**config.mk**
```make
export PLATFORM = sky130hd
export DESIGN_NAME = llr_hard_decision_packer
export DESIGN_NICKNAME = d
export VERILOG_FILES = /design/src/rtl/llr_hard_decision_packer.sv
export SDC_FILE = /design/constraint.sdc
export NUM_CORES = 1
export LEC_CHECK = 0
export BUFFER_PORTS_ARGS = -buffer_cell sky130_fd_sc_hd__buf_2
export CAP_MARGIN = 20
export CORE_ASPECT_RATIO = 0.9
export CORE_MARGIN = 2
export CORE_UTILIZATION = 55
export CTS_CLUSTER_DIAMETER = 150
export CTS_CLUSTER_SIZE = 10
export DETAILED_ROUTE_END_ITERATION = 12
export GPL_ROUTABILITY_DRIVEN = 0
export PLACE_DENSITY_LB_ADDON = 0.15
export SETUP_SLACK_MARGIN = 0.5
export SYNTH_ARGS = -nofsm -noshare
export SYNTH_HDL_FRONTEND = slang
export SYNTH_SLANG_ARGS = --single-unit
```
**constraint.sdc**
```tcl
create_clock -name aclk -period 4.3 [get_ports aclk]
set_input_delay 0.86 -clock aclk [delete_from_list [all_inputs] [get_ports aclk]]
set_output_delay 0.86 -clock aclk [all_outputs]
set_load 0.01 [all_outputs]
```
**src/rtl/llr_hard_decision_packer.sv**
```systemverilog
// Hard-decision slicer and LSB-first bit packer for framed LLR streams, with frame-length checking.
// Optional HDP_ONES_COUNT_EN adds ones_cnt: the number of 1 bits in the last good frame.
module llr_hard_decision_packer #(
    parameter int LLR_W      = 16,
    parameter int OUT_W      = 32,
    parameter int MAX_BLKLEN = 6144,
    parameter int BLKLEN_W   = 13
) (
    input  logic                aclk,
    input  logic                aresetn,
    input  logic [BLKLEN_W-1:0] blklen,
    input  logic [LLR_W-1:0]    s_axis_llr_tdata,
    input  logic                s_axis_llr_tvalid,
    output logic                s_axis_llr_tready,
    input  logic                s_axis_llr_tuser,
    input  logic                s_axis_llr_tlast,
    output logic [OUT_W-1:0]    m_axis_bits_tdata,
    output logic                m_axis_bits_tvalid,
    input  logic                m_axis_bits_tready,
    output logic                m_axis_bits_tlast,
    output logic                frame_err,
    output logic [1:0]          err_code,
    output logic [15:0]         frame_cnt
`ifdef HDP_ONES_COUNT_EN
    ,
    output logic [BLKLEN_W-1:0] ones_cnt
`endif
);

    localparam int WB_W = $clog2(OUT_W);
    localparam logic [BLKLEN_W-1:0] MAX_BLK  = BLKLEN_W'(MAX_BLKLEN);
    localparam logic [BLKLEN_W-1:0] ONE_BLK  = BLKLEN_W'(1);
    localparam logic [WB_W-1:0]     LAST_BIT = WB_W'(OUT_W - 1);

    typedef enum logic [1:0] {IDLE, COLLECT, DROP} state_t;

    state_t              state, n_state;
    logic [OUT_W-1:0]    shreg, n_shreg, word, word0, emit_data;
    logic [WB_W-1:0]     wbit, n_wbit;
    logic [BLKLEN_W-1:0] bit_cnt, n_bit_cnt, blk_q, n_blk, cnt1;
    logic                flush_pend, n_flush, rdy_en;
    logic                accept, hb, sof_ok, do_start;
    logic                emit, emit_last, err_set, fc_inc, frame_start, frame_bit;
    logic [1:0]          err_val;
    logic                unused_llr;

    assign hb         = s_axis_llr_tdata[LLR_W-1];
    assign unused_llr = ^s_axis_llr_tdata[LLR_W-2:0];
    assign s_axis_llr_tready = rdy_en && !flush_pend &&
                               ((state == DROP) || !(m_axis_bits_tvalid && !m_axis_bits_tready));
    assign accept = s_axis_llr_tvalid && s_axis_llr_tready;
    assign word   = shreg | (OUT_W'(hb) << wbit);
    assign word0  = OUT_W'(hb);
    assign cnt1   = bit_cnt + ONE_BLK;
    assign sof_ok = (blklen != '0) && (blklen <= MAX_BLK);

    always_comb begin
        n_state     = state;
        n_shreg     = shreg;
        n_wbit      = wbit;
        n_bit_cnt   = bit_cnt;
        n_blk       = blk_q;
        n_flush     = flush_pend;
        emit        = 1'b0;
        emit_data   = '0;
        emit_last   = 1'b0;
        err_set     = 1'b0;
        err_val     = 2'd0;
        fc_inc      = 1'b0;
        frame_start = 1'b0;
        frame_bit   = 1'b0;
        do_start    = 1'b0;

        // A SOF that aborts a frame and is itself complete leaves its word parked here
        if (flush_pend && (!m_axis_bits_tvalid || m_axis_bits_tready)) begin
            emit      = 1'b1;
            emit_data = shreg;
            emit_last = 1'b1;
            n_shreg   = '0;
            n_flush   = 1'b0;
        end

        if (accept) begin
            case (state)
                IDLE: begin
                    if (s_axis_llr_tuser) begin
                        do_start = 1'b1;
                    end else begin
                        err_set = 1'b1;
                        err_val = 2'd3;
                        n_state = s_axis_llr_tlast ? IDLE : DROP;
                    end
                end
                COLLECT: begin
                    if (s_axis_llr_tuser) begin
                        emit      = 1'b1;
                        emit_data = shreg;
                        emit_last = 1'b1;
                        err_set   = 1'b1;
                        err_val   = 2'd1;
                        do_start  = 1'b1;
                    end else begin
                        frame_bit = 1'b1;
                        n_bit_cnt = cnt1;
                        if (s_axis_llr_tlast || (cnt1 == blk_q)) begin
                            emit      = 1'b1;
                            emit_data = word;
                            emit_last = 1'b1;
                            n_shreg   = '0;
                            n_wbit    = '0;
                            n_bit_cnt = '0;
                            if (!s_axis_llr_tlast) begin
                                err_set = 1'b1;
                                err_val = 2'd2;
                                n_state = DROP;
                            end else begin
                                n_state = IDLE;
                                if (cnt1 == blk_q) begin
                                    fc_inc = 1'b1;
                                end else begin
                                    err_set = 1'b1;
                                    err_val = 2'd1;
                                end
                            end
                        end else if (wbit == LAST_BIT) begin
                            emit      = 1'b1;
                            emit_data = word;
                            n_shreg   = '0;
                            n_wbit    = '0;
                        end else begin
                            n_shreg = word;
                            n_wbit  = wbit + WB_W'(1);
                        end
                    end
                end
                DROP: begin
                    if (s_axis_llr_tlast) n_state = IDLE;
                end
                default: n_state = IDLE;
            endcase
        end

        if (do_start) begin
            n_blk     = blklen;
            n_shreg   = '0;
            n_wbit    = '0;
            n_bit_cnt = '0;
            if (!sof_ok) begin
                err_set = 1'b1;
                err_val = 2'd3;
                n_state = s_axis_llr_tlast ? IDLE : DROP;
            end else if (s_axis_llr_tlast || (blklen == ONE_BLK)) begin
                frame_bit   = 1'b1;
                frame_start = 1'b1;
                n_state     = s_axis_llr_tlast ? IDLE : DROP;
                if (s_axis_llr_tlast && (blklen == ONE_BLK)) begin
                    fc_inc = 1'b1;
                end else begin
                    err_set = 1'b1;
                    err_val = s_axis_llr_tlast ? 2'd1 : 2'd2;
                end
                if (state == COLLECT) begin
                    n_shreg = word0;
                    n_flush = 1'b1;
                end else begin
                    emit      = 1'b1;
                    emit_data = word0;
                    emit_last = 1'b1;
                end
            end else begin
                frame_bit   = 1'b1;
                frame_start = 1'b1;
                n_shreg     = word0;
                n_wbit      = WB_W'(1);
                n_bit_cnt   = ONE_BLK;
                n_state     = COLLECT;
            end
        end
    end

    always_ff @(posedge aclk or negedge aresetn) begin
        if (!aresetn) begin
            state              <= IDLE;
            shreg              <= '0;
            wbit               <= '0;
            bit_cnt            <= '0;
            blk_q              <= '0;
            flush_pend         <= 1'b0;
            rdy_en             <= 1'b0;
            m_axis_bits_tdata  <= '0;
            m_axis_bits_tvalid <= 1'b0;
            m_axis_bits_tlast  <= 1'b0;
            frame_err          <= 1'b0;
            err_code           <= 2'd0;
            frame_cnt          <= '0;
        end else begin
            state      <= n_state;
            shreg      <= n_shreg;
            wbit       <= n_wbit;
            bit_cnt    <= n_bit_cnt;
            blk_q      <= n_blk;
            flush_pend <= n_flush;
            rdy_en     <= 1'b1;
            if (emit) begin
                m_axis_bits_tvalid <= 1'b1;
                m_axis_bits_tdata  <= emit_data;
                m_axis_bits_tlast  <= emit_last;
            end else if (m_axis_bits_tready) begin
                m_axis_bits_tvalid <= 1'b0;
            end
            frame_err <= err_set;
            if (err_set) err_code <= err_val;
            if (fc_inc) frame_cnt <= frame_cnt + 16'd1;
        end
    end

`ifdef HDP_ONES_COUNT_EN
    logic [BLKLEN_W-1:0] ones_acc, ones_base;
    assign ones_base = frame_start ? '0 : ones_acc;

    always_ff @(posedge aclk or negedge aresetn) begin
        if (!aresetn) begin
            ones_acc <= '0;
            ones_cnt <= '0;
        end else begin
            if (frame_bit) ones_acc <= ones_base + BLKLEN_W'(hb);
            if (fc_inc)    ones_cnt <= ones_base + BLKLEN_W'(hb);
        end
    end
`else
    logic unused_ones;
    assign unused_ones = frame_start ^ frame_bit;
`endif

endmodule

```
==> results of run 1 <==
==> kinds of logic after synthesis <==
group	synth area share, %
AOI/OAI and AO/OA	21.40
xor gates and xnor gates	4.908
adders and majority gates	1.622
buffers and inverters	3.691
DFF	48.67
muxes	0.3650
other	0.06078
and+or+nand+nor	19.29
==> flip-flops by register name, indices dropped and copies added (netlist names) <==
name / count
bit_cnt: 13
blk_q: 13
err_code: 2
flush_pend: 1
frame_cnt: 16
frame_err: 1
m_axis_bits_tdata: 32
m_axis_bits_tlast: 1
m_axis_bits_tvalid: 1
rdy_en: 1
shreg: 32
state: 2
wbit: 5
==> Yosys cell counts (3+ instances only) <==
master	n
o2bb2ai_1	21
nor2b_1	5
a21oi_1	43
a31oi_1	5
ha_1	8
nand2_1	67
o211ai_1	3
and2_1	4
xnor2_1	11
inv_1	9
a22oi_1	16
nand4_1	13
and3_1	8
nor3b_1	6
o2bb2ai_2	10
nand3_1	12
dfrtp_1	120
a22o_1	4
o21ai_0	29
and4_1	5
nor4_1	12
nor3_1	14
nor2_1	58
a32oi_1	17
xor2_1	21
nor4b_1	4
nand2b_1	10
clkbuf_1	35
==> layer usage <==
metal | part of all wire, % | GRT usage, % | up-vias
li1 | - | - | 2448
met1 | 48 | 39.56 | 2525
met2 | 44 | 37.64 | 182
met3 | 6.8 | 8.042 | 23
met4 | 1.7 | 9.269 | 0
met5 | 0 | 0 | -
==> worst max path at each step <==
stage                       endpoint  startpoint
5_1_grt                     shreg[0]  bit_cnt[8]
3_5_place_dp   m_axis_bits_tdata[27]  bit_cnt[0]
3_3_place_gp   m_axis_bits_tdata[26]  bit_cnt[0]
2_1_floorplan              shreg[12]  bit_cnt[0]
6_report                    shreg[0]  bit_cnt[0]
4_1_cts        m_axis_bits_tdata[15]  bit_cnt[0]
==> power by group through the flow <==
stage          registers, mW  logic [mW]  clock network (mW)
2_1_floorplan           1.30       0.324                   0
3_3_place_gp            1.34       0.415                   0
3_5_place_dp            1.34       0.426                   0
4_1_cts                 1.33       0.434                1.55
5_1_grt                 1.34       0.499                1.61
6_report                1.33       0.448                1.53
==> cell type report <==
cell class / instances / area share, %
Timing Repair Buffer: 90 / 6.824
Clock inverter: 8 / 1.901
Multi-Input combinational cell: 452 / 40.67
Clock buffer: 24 / 6.807
Inverter: 9 / 0.4583
Sequential cell: 120 / 40.76
Tap cell: 152 / 2.580
==> what timing repair did <==
item | in CTS | in global routing
setup buffers | 3 | 0
setup endpoints to repair | 55 | 73
hold buffers | 0 | 0
pin swaps | 2 | 1
gates resized for setup | 5 | 8
==> metrics.csv, run 1 <==
stage,metric,value,unit
status,status,finished clean,
placed_design,IO Port Bufs,73,
setup_path,Crit path buffers/inverters,2,
sta,tightest hold margin,468.5,ps
cells_and_area,final design area excluding fillers,7371,um^2
power,Comb power frac,13.6,%
hold_path,Hold Path Sink,frame_cnt[15],
logic_synthesis,Ys Warns,0,
clock_network,clock sink count,120,
sta,RSZ-0062 raised after global routing,no,
die,core footprint,10900,um^2
die,die area,12080,um^2
power,Worst IR Drop VDD,0.0002753,V
hold_path,Hold Path Stages,1,
die,row cnt,36,
sta,fin crit period,3594,ps
sta,setup ws final,706.2,ps
logic_synthesis,"EDFF count, synth",0,
clock_network,clock buffer count from CTS,17,
logic_synthesis,syn_area_per_cell,9.919,um^2
setup_path,Worst setup SP type,flip-flop,
drt,drt drc,0,
cells_and_area,Filler Cells Inserted,861,
sta,Slew HR,46.56,%
logic_synthesis,post-synthesis sequential area ratio,48.67,%
cells_and_area,area of the multi-input gates,2998,um^2
placed_design,"Cell Area, Placed",6646,um^2
setup_path,Reg2Reg Depth,14,
setup_path,CP peak stage delay,410,ps
sta,# setup viols final,0,
setup_path,worst-path cell chain,ha_2 -> and4_2 -> nand4_1 -> xnor2_1 -> nor4_2 -> o221ai_2 -> ha_2 -> nand2b_1 -> nand4_1 -> buf_4 -> and2_1 -> buf_4 -> a22oi_1 -> o22ai_1,
run,Max-Cap Viols,0,
cells_and_area,"commonest cells after routing, fill and taps aside","dfrtp_1, buf_2, nand2_1, nor2_1, a21oi_1",
power,Seq pwr share,40.2,%
cells_and_area,# diodes,0,
drt,Final ANT Viol Nets,0,
clock_network,CTS tree,yes,
power,total power,3.307,mW
logic_synthesis,dominant cells by area after synthesis,"dfrtp_1, nand2_1, nor2_1",
cells_and_area,area grow syn2layout,19.47,%
logic_synthesis,post-synth top area cell,dfrtp_1,
drt,Avg WL per Cell,17.63,um
global_routing,first-pass GRT wire length,25.43,mm
clock_network,CTS H-Tree Depth,4,
power,Pint,2.444,mW
cells_and_area,Layout Cells excl Fill,855,
placed_design,HPWL after DPL,10.08,mm
setup_path,Stages on worst setup path,14,
clock_network,Max Root-Sink Buffers,2,
drt,WL final,15.07,mm
sta,Post-Route Skew,6.014,ps
placed_design,placed cell count,818,
die,Die Wd,115.6,um
die,num ports,89,
logic_synthesis,Post-Syn Area,6170,um^2
drt,DR iter-0 viols,604,
clock_network,root buffer cell,clkbuf_16,
logic_synthesis,Post-synth ARST share,100.0,%
global_routing,initial antenna violation count,0,
global_routing,largest net degree at the start of global routing,63,
die,Die Height,104.5,um
hold_path,worst hold start,frame_cnt[15],
sta,final setup TNS,0,ps
global_routing,GRT Util Overall,26.81,%
power,Cell Pwr Density,448.7,nW/um^2
power,Switch Pwr,863.2,uW
setup_path,CP endpoint kind,flip-flop,
die,initial core utilization,56.60,%
sta,Worst-Margin Slew,801.6,ps
cells_and_area,share of cells above drive strength 1,22.48,%
setup_path,R2R setup slack,710,ps
logic_synthesis,ys flop type,dfrtp_1,
sta,Hold Fails Final Rpt,0,
drt,via count,5178,
cells_and_area,Reg area,3004,um^2
logic_synthesis,Post-Syn Instances,622,
sta,Max Slew Vio Count,0,
global_routing,vias in the first global route,4962,
setup_path,critical path's top delay family,simple AND/OR/NAND/NOR gates,
logic_synthesis,#FFs+latches synth,120,
clock_network,Clock Latency Late Sink,420,ps
power,leakage,3.454,nW
drt,drt first pass iters,5,
clock_network,Worst-path clk slew,50,ps
hold_path,HP Class,reg -> reg,
cells_and_area,"most common cell after layout, fill and taps aside",dfrtp_1,
power,power share of the clock group,46.2,%
sta,ratio of final minimum period to clock period,83.58,%
global_routing,total gr overflow,0,
logic_synthesis,syn nets,665,
cells_and_area,fin nets,733,
drt,number of vias per cell,6.056,
setup_path,RR Endpoint,shreg[0],
setup_path,slowest CP cell,dfrtp_2,
setup_path,CP Data Arrival Time,3870,ps
setup_path,critical path type,reg -> reg,
sta,Max Freq,0.2783,GHz
placed_design,pre-CTS WS,319.1,ps
logic_synthesis,Netlist cell types,65,
logic_synthesis,Synth top area share,48.67,%
power,Sw Share,26.10,%
setup_path,Worst EP required,4570,ps
setup_path,CP max FO,32,
cells_and_area,Util after Layout,67.62,%
setup_path,Reg2Reg Launch Point,bit_cnt[0],
No activity file was read; power rests on OpenSTA's default activity.
==> inputs of run 2 (changes only) <==
- CORE_UTILIZATION: 55 -> 52
- clock period: 4.3 -> 3.15 ns (I/O delays scaled with it)
==> run 2 against run 1 <==
  * Sequential power rose by 36%
  * Worst hold slack got worse by 220 ps
  * Power up 40%
  * Register-to-register slack got worse by 660 ps
  * Maximum frequency up 16%
  * Setup slack lost 660 ps
  * Cell count rose by 11%
  * Largest power group unchanged
==> metrics.csv, run 2 (synthesis results as in run 1) <==
stage,metric,value,unit,change
drt,number of vias per cell,6.053,,was 6.056
sta,RSZ-0062 raised after global routing,yes,,was no
sta,Max Slew Vio Count,0,,unchanged
setup_path,CP Data Arrival Time,3400,ps,was 3870 ps
clock_network,clock sink count,120,,unchanged
global_routing,total gr overflow,0,,unchanged
global_routing,met3 usage,6.886,%,was 8.042%
die,num ports,89,,unchanged
drt,DR iter-0 viols,514,,was 604
cells_and_area,"commonest cells after routing, fill and taps aside","dfrtp_1, buf_2, nand2_1, buf_4, nor2_1",,"was dfrtp_1, buf_2, nand2_1, nor2_1, a21oi_1"
die,core footprint,11480,um^2,was 10900 um^2
sta,Slew HR,23.52,%,was 46.56%
die,row cnt,37,,was 36
cells_and_area,top flop regs,"m_axis_bits_tdata: 32 flops, shreg: 32 flops, frame_cnt: 16 flops",,unchanged
power,Worst IR Drop VDD,0.0003925,V,was 0.0002753 V
drt,Final ANT Viol Nets,0,,unchanged
drt,drt drc,0,,unchanged
power,leakage,4.121,nW,was 3.454 nW
sta,Post-Route Skew,9.307,ps,was 6.014 ps
run,Max-Cap Viols,0,,unchanged
cells_and_area,Filler Cells Inserted,815,,was 861
clock_network,CTS H-Tree Depth,4,,unchanged
drt,WL final,18.22,mm,was 15.07 mm
hold_path,HP Class,in -> async,,was reg -> reg
setup_path,worst-path cell chain,ha_4 -> nand4_1 -> buf_4 -> buf_6 -> buf_6 -> buf_6 -> buf_6 -> buf_6 -> buf_6 -> buf_6 -> buf_6 -> buf_6 -> buf_6 -> buf_6 -> buf_6 -> buf_6 -> buf_6 -> buf_6 -> nor3_2 -> nor2_1 -> o21ai_1 -> o41ai_2,,was ha_2 -> and4_2 -> nand4_1 -> xnor2_1 -> nor4_2 -> o221ai_2 -> ha_2 -> nand2b_1 -> nand4_1 -> buf_4 -> and2_1 -> buf_4 -> a22oi_1 -> o22ai_1
placed_design,HPWL after DPL,10.94,mm,was 10.08 mm
power,total power,4.624,mW,was 3.307 mW
die,Die Wd,118.8,um,was 115.6 um
global_routing,initial antenna violation count,0,,unchanged
cells_and_area,# diodes,0,,unchanged
global_routing,largest net degree at the start of global routing,54,,was 63
sta,# setup viols final,0,,unchanged
clock_network,Post-CTS Hold Fix Bufs,0,,unchanged
setup_path,CP max FO,5,,was 32
die,Die Height,107.3,um,was 104.5 um
cells_and_area,area grow syn2layout,41.47,%,was 19.47%
die,die area,12750,um^2,was 12080 um^2
setup_path,Worst EP required,3450,ps,was 4570 ps
sta,setup ws final,42.83,ps,was 706.2 ps
setup_path,critical path type,reg -> reg,,unchanged
drt,via count,5720,,was 5178
cells_and_area,Reg area,3008,um^2,was 3004 um^2
status,status,finished clean,,unchanged
clock_network,CTS tree,yes,,unchanged
sta,tightest hold margin,247.8,ps,was 468.5 ps
cells_and_area,area of the multi-input gates,3600,um^2,was 2998 um^2
setup_path,Reg2Reg Depth,22,,was 14
sta,Max Freq,0.3218,GHz,was 0.2783 GHz
clock_network,Worst-path clk slew,50,ps,about the same
global_routing,global route hottest layer,met2,,was met1
cells_and_area,fin nets,819,,was 733
setup_path,CP dominant cell by count,buf_6,,
clock_network,Clock Latency Late Sink,420,ps,about the same
clock_network,clock buffer count from CTS,17,,unchanged
clock_network,root buffer cell,clkbuf_16,,unchanged
sta,fin crit period,3107,ps,was 3594 ps
cells_and_area,"most common cell after layout, fill and taps aside",dfrtp_1,,unchanged
setup_path,Worst setup SP type,flip-flop,,unchanged
placed_design,pre-CTS WS,-228.6,ps,was 319.1 ps
drt,Avg WL per Cell,19.28,um,was 17.63 um
cells_and_area,share of cells above drive strength 1,41.06,%,was 22.48%
sta,ratio of final minimum period to clock period,98.64,%,was 83.58%
sta,Worst-Margin Slew,1147,ps,was 801.6 ps
global_routing,met2 GRT Util,45.89,%,was 37.64%
global_routing,met1 GRT Util,40.65,%,was 39.56%
global_routing,vias in the first global route,5601,,was 4962
setup_path,CP endpoint kind,flip-flop,,unchanged
setup_path,slowest CP cell,dfrtp_1,,was dfrtp_2
setup_path,CP peak stage delay,390,ps,was 410 ps
placed_design,IO Port Bufs,73,,unchanged
die,initial core utilization,53.74,%,was 56.60%
global_routing,first-pass GRT wire length,29.13,mm,was 25.43 mm
sta,Hold Fails Final Rpt,0,,unchanged
clock_network,Max Root-Sink Buffers,2,,unchanged
global_routing,GRT Util Overall,29.39,%,was 26.81%
power,Cell Pwr Density,529.7,nW/um^2,was 448.7 nW/um^2
drt,drt first pass iters,5,,unchanged
-- run 2: changes by cell type in the layout (fill, tap and decap cells not counted), sizes merged --
cell,delta
buf,+84
clkbuf,-3
o21a,+3
and2,+1
clkinv,+1
-- run 2: metal layers --
layer,part of all wire (%),wire length [um],vias to the layer above
met3,6.2,1128,35
met5,0,0,-
li1,-,-,2626
met1,45,8194,2849
met4,1.5,282,0
met2,47,8613,210
-- run 2: worst max-delay path, delay by kind of cell, from the launching register on --
family,cells,cell delay (ps)
adders and majority gates,1,170
and+or+nand+nor,3,420
AOI/OAI and AO/OA,2,250
DFF,1,390
buffers and inverters,16,1760
-- run 2: cell type report --
cell class	instances	share of cell area [%]
well taps	156	2.236
clock inverters	9	1.663
clock buffers	23	5.476
multi-input cells	456	41.24
repair buffers	172	14.54
inverters	9	0.3870
flip-flops and latches	120	34.46
-- run 2: metrics by stage --
stage	instances	TNS (ps)	utilization [%]	instance area, um^2
detailed placement	873	-8230	62.41	7166
global placement	873	-2349	62.41	7166
CTS	938	0	74.32	8533
floorplan	622	0	-	6367
global route	945	-1220	76.02	8728
finish	945	0	76.02	8728
-- run 2: repair_timing --
action | 4_1_cts | 5_1_grt
setup endpoints to repair | 104 | 103
resized for setup | 111 | 34
setup buffers | 27 | 7
pin swaps | 52 | 42
cloned | 6 | 0
-- run 2: worst paths after layout --
kind	end	start	slack (ps)
max	bit_cnt[10]	bit_cnt[1]	40
min	bit_cnt[12]	aresetn	250
max reg2reg	bit_cnt[10]	bit_cnt[1]	40
min reg2reg	frame_cnt[15]	frame_cnt[15]	470
max in group asynchronous	m_axis_bits_tdata[25]	aresetn	1980
min in group aclk	blk_q[1]	blklen[1]	430
-- run 2: report_power, final --
| part | leakage [nW] | internal, mW | total [mW] | switching, mW |
|---|---|---|---|---|
| combinational | 2.18 | 0.311 | 0.756 | 0.444 |
| sequential | 1.63 | 1.67 | 1.81 | 0.139 |
| clock | 0.311 | 1.38 | 2.06 | 0.684 |
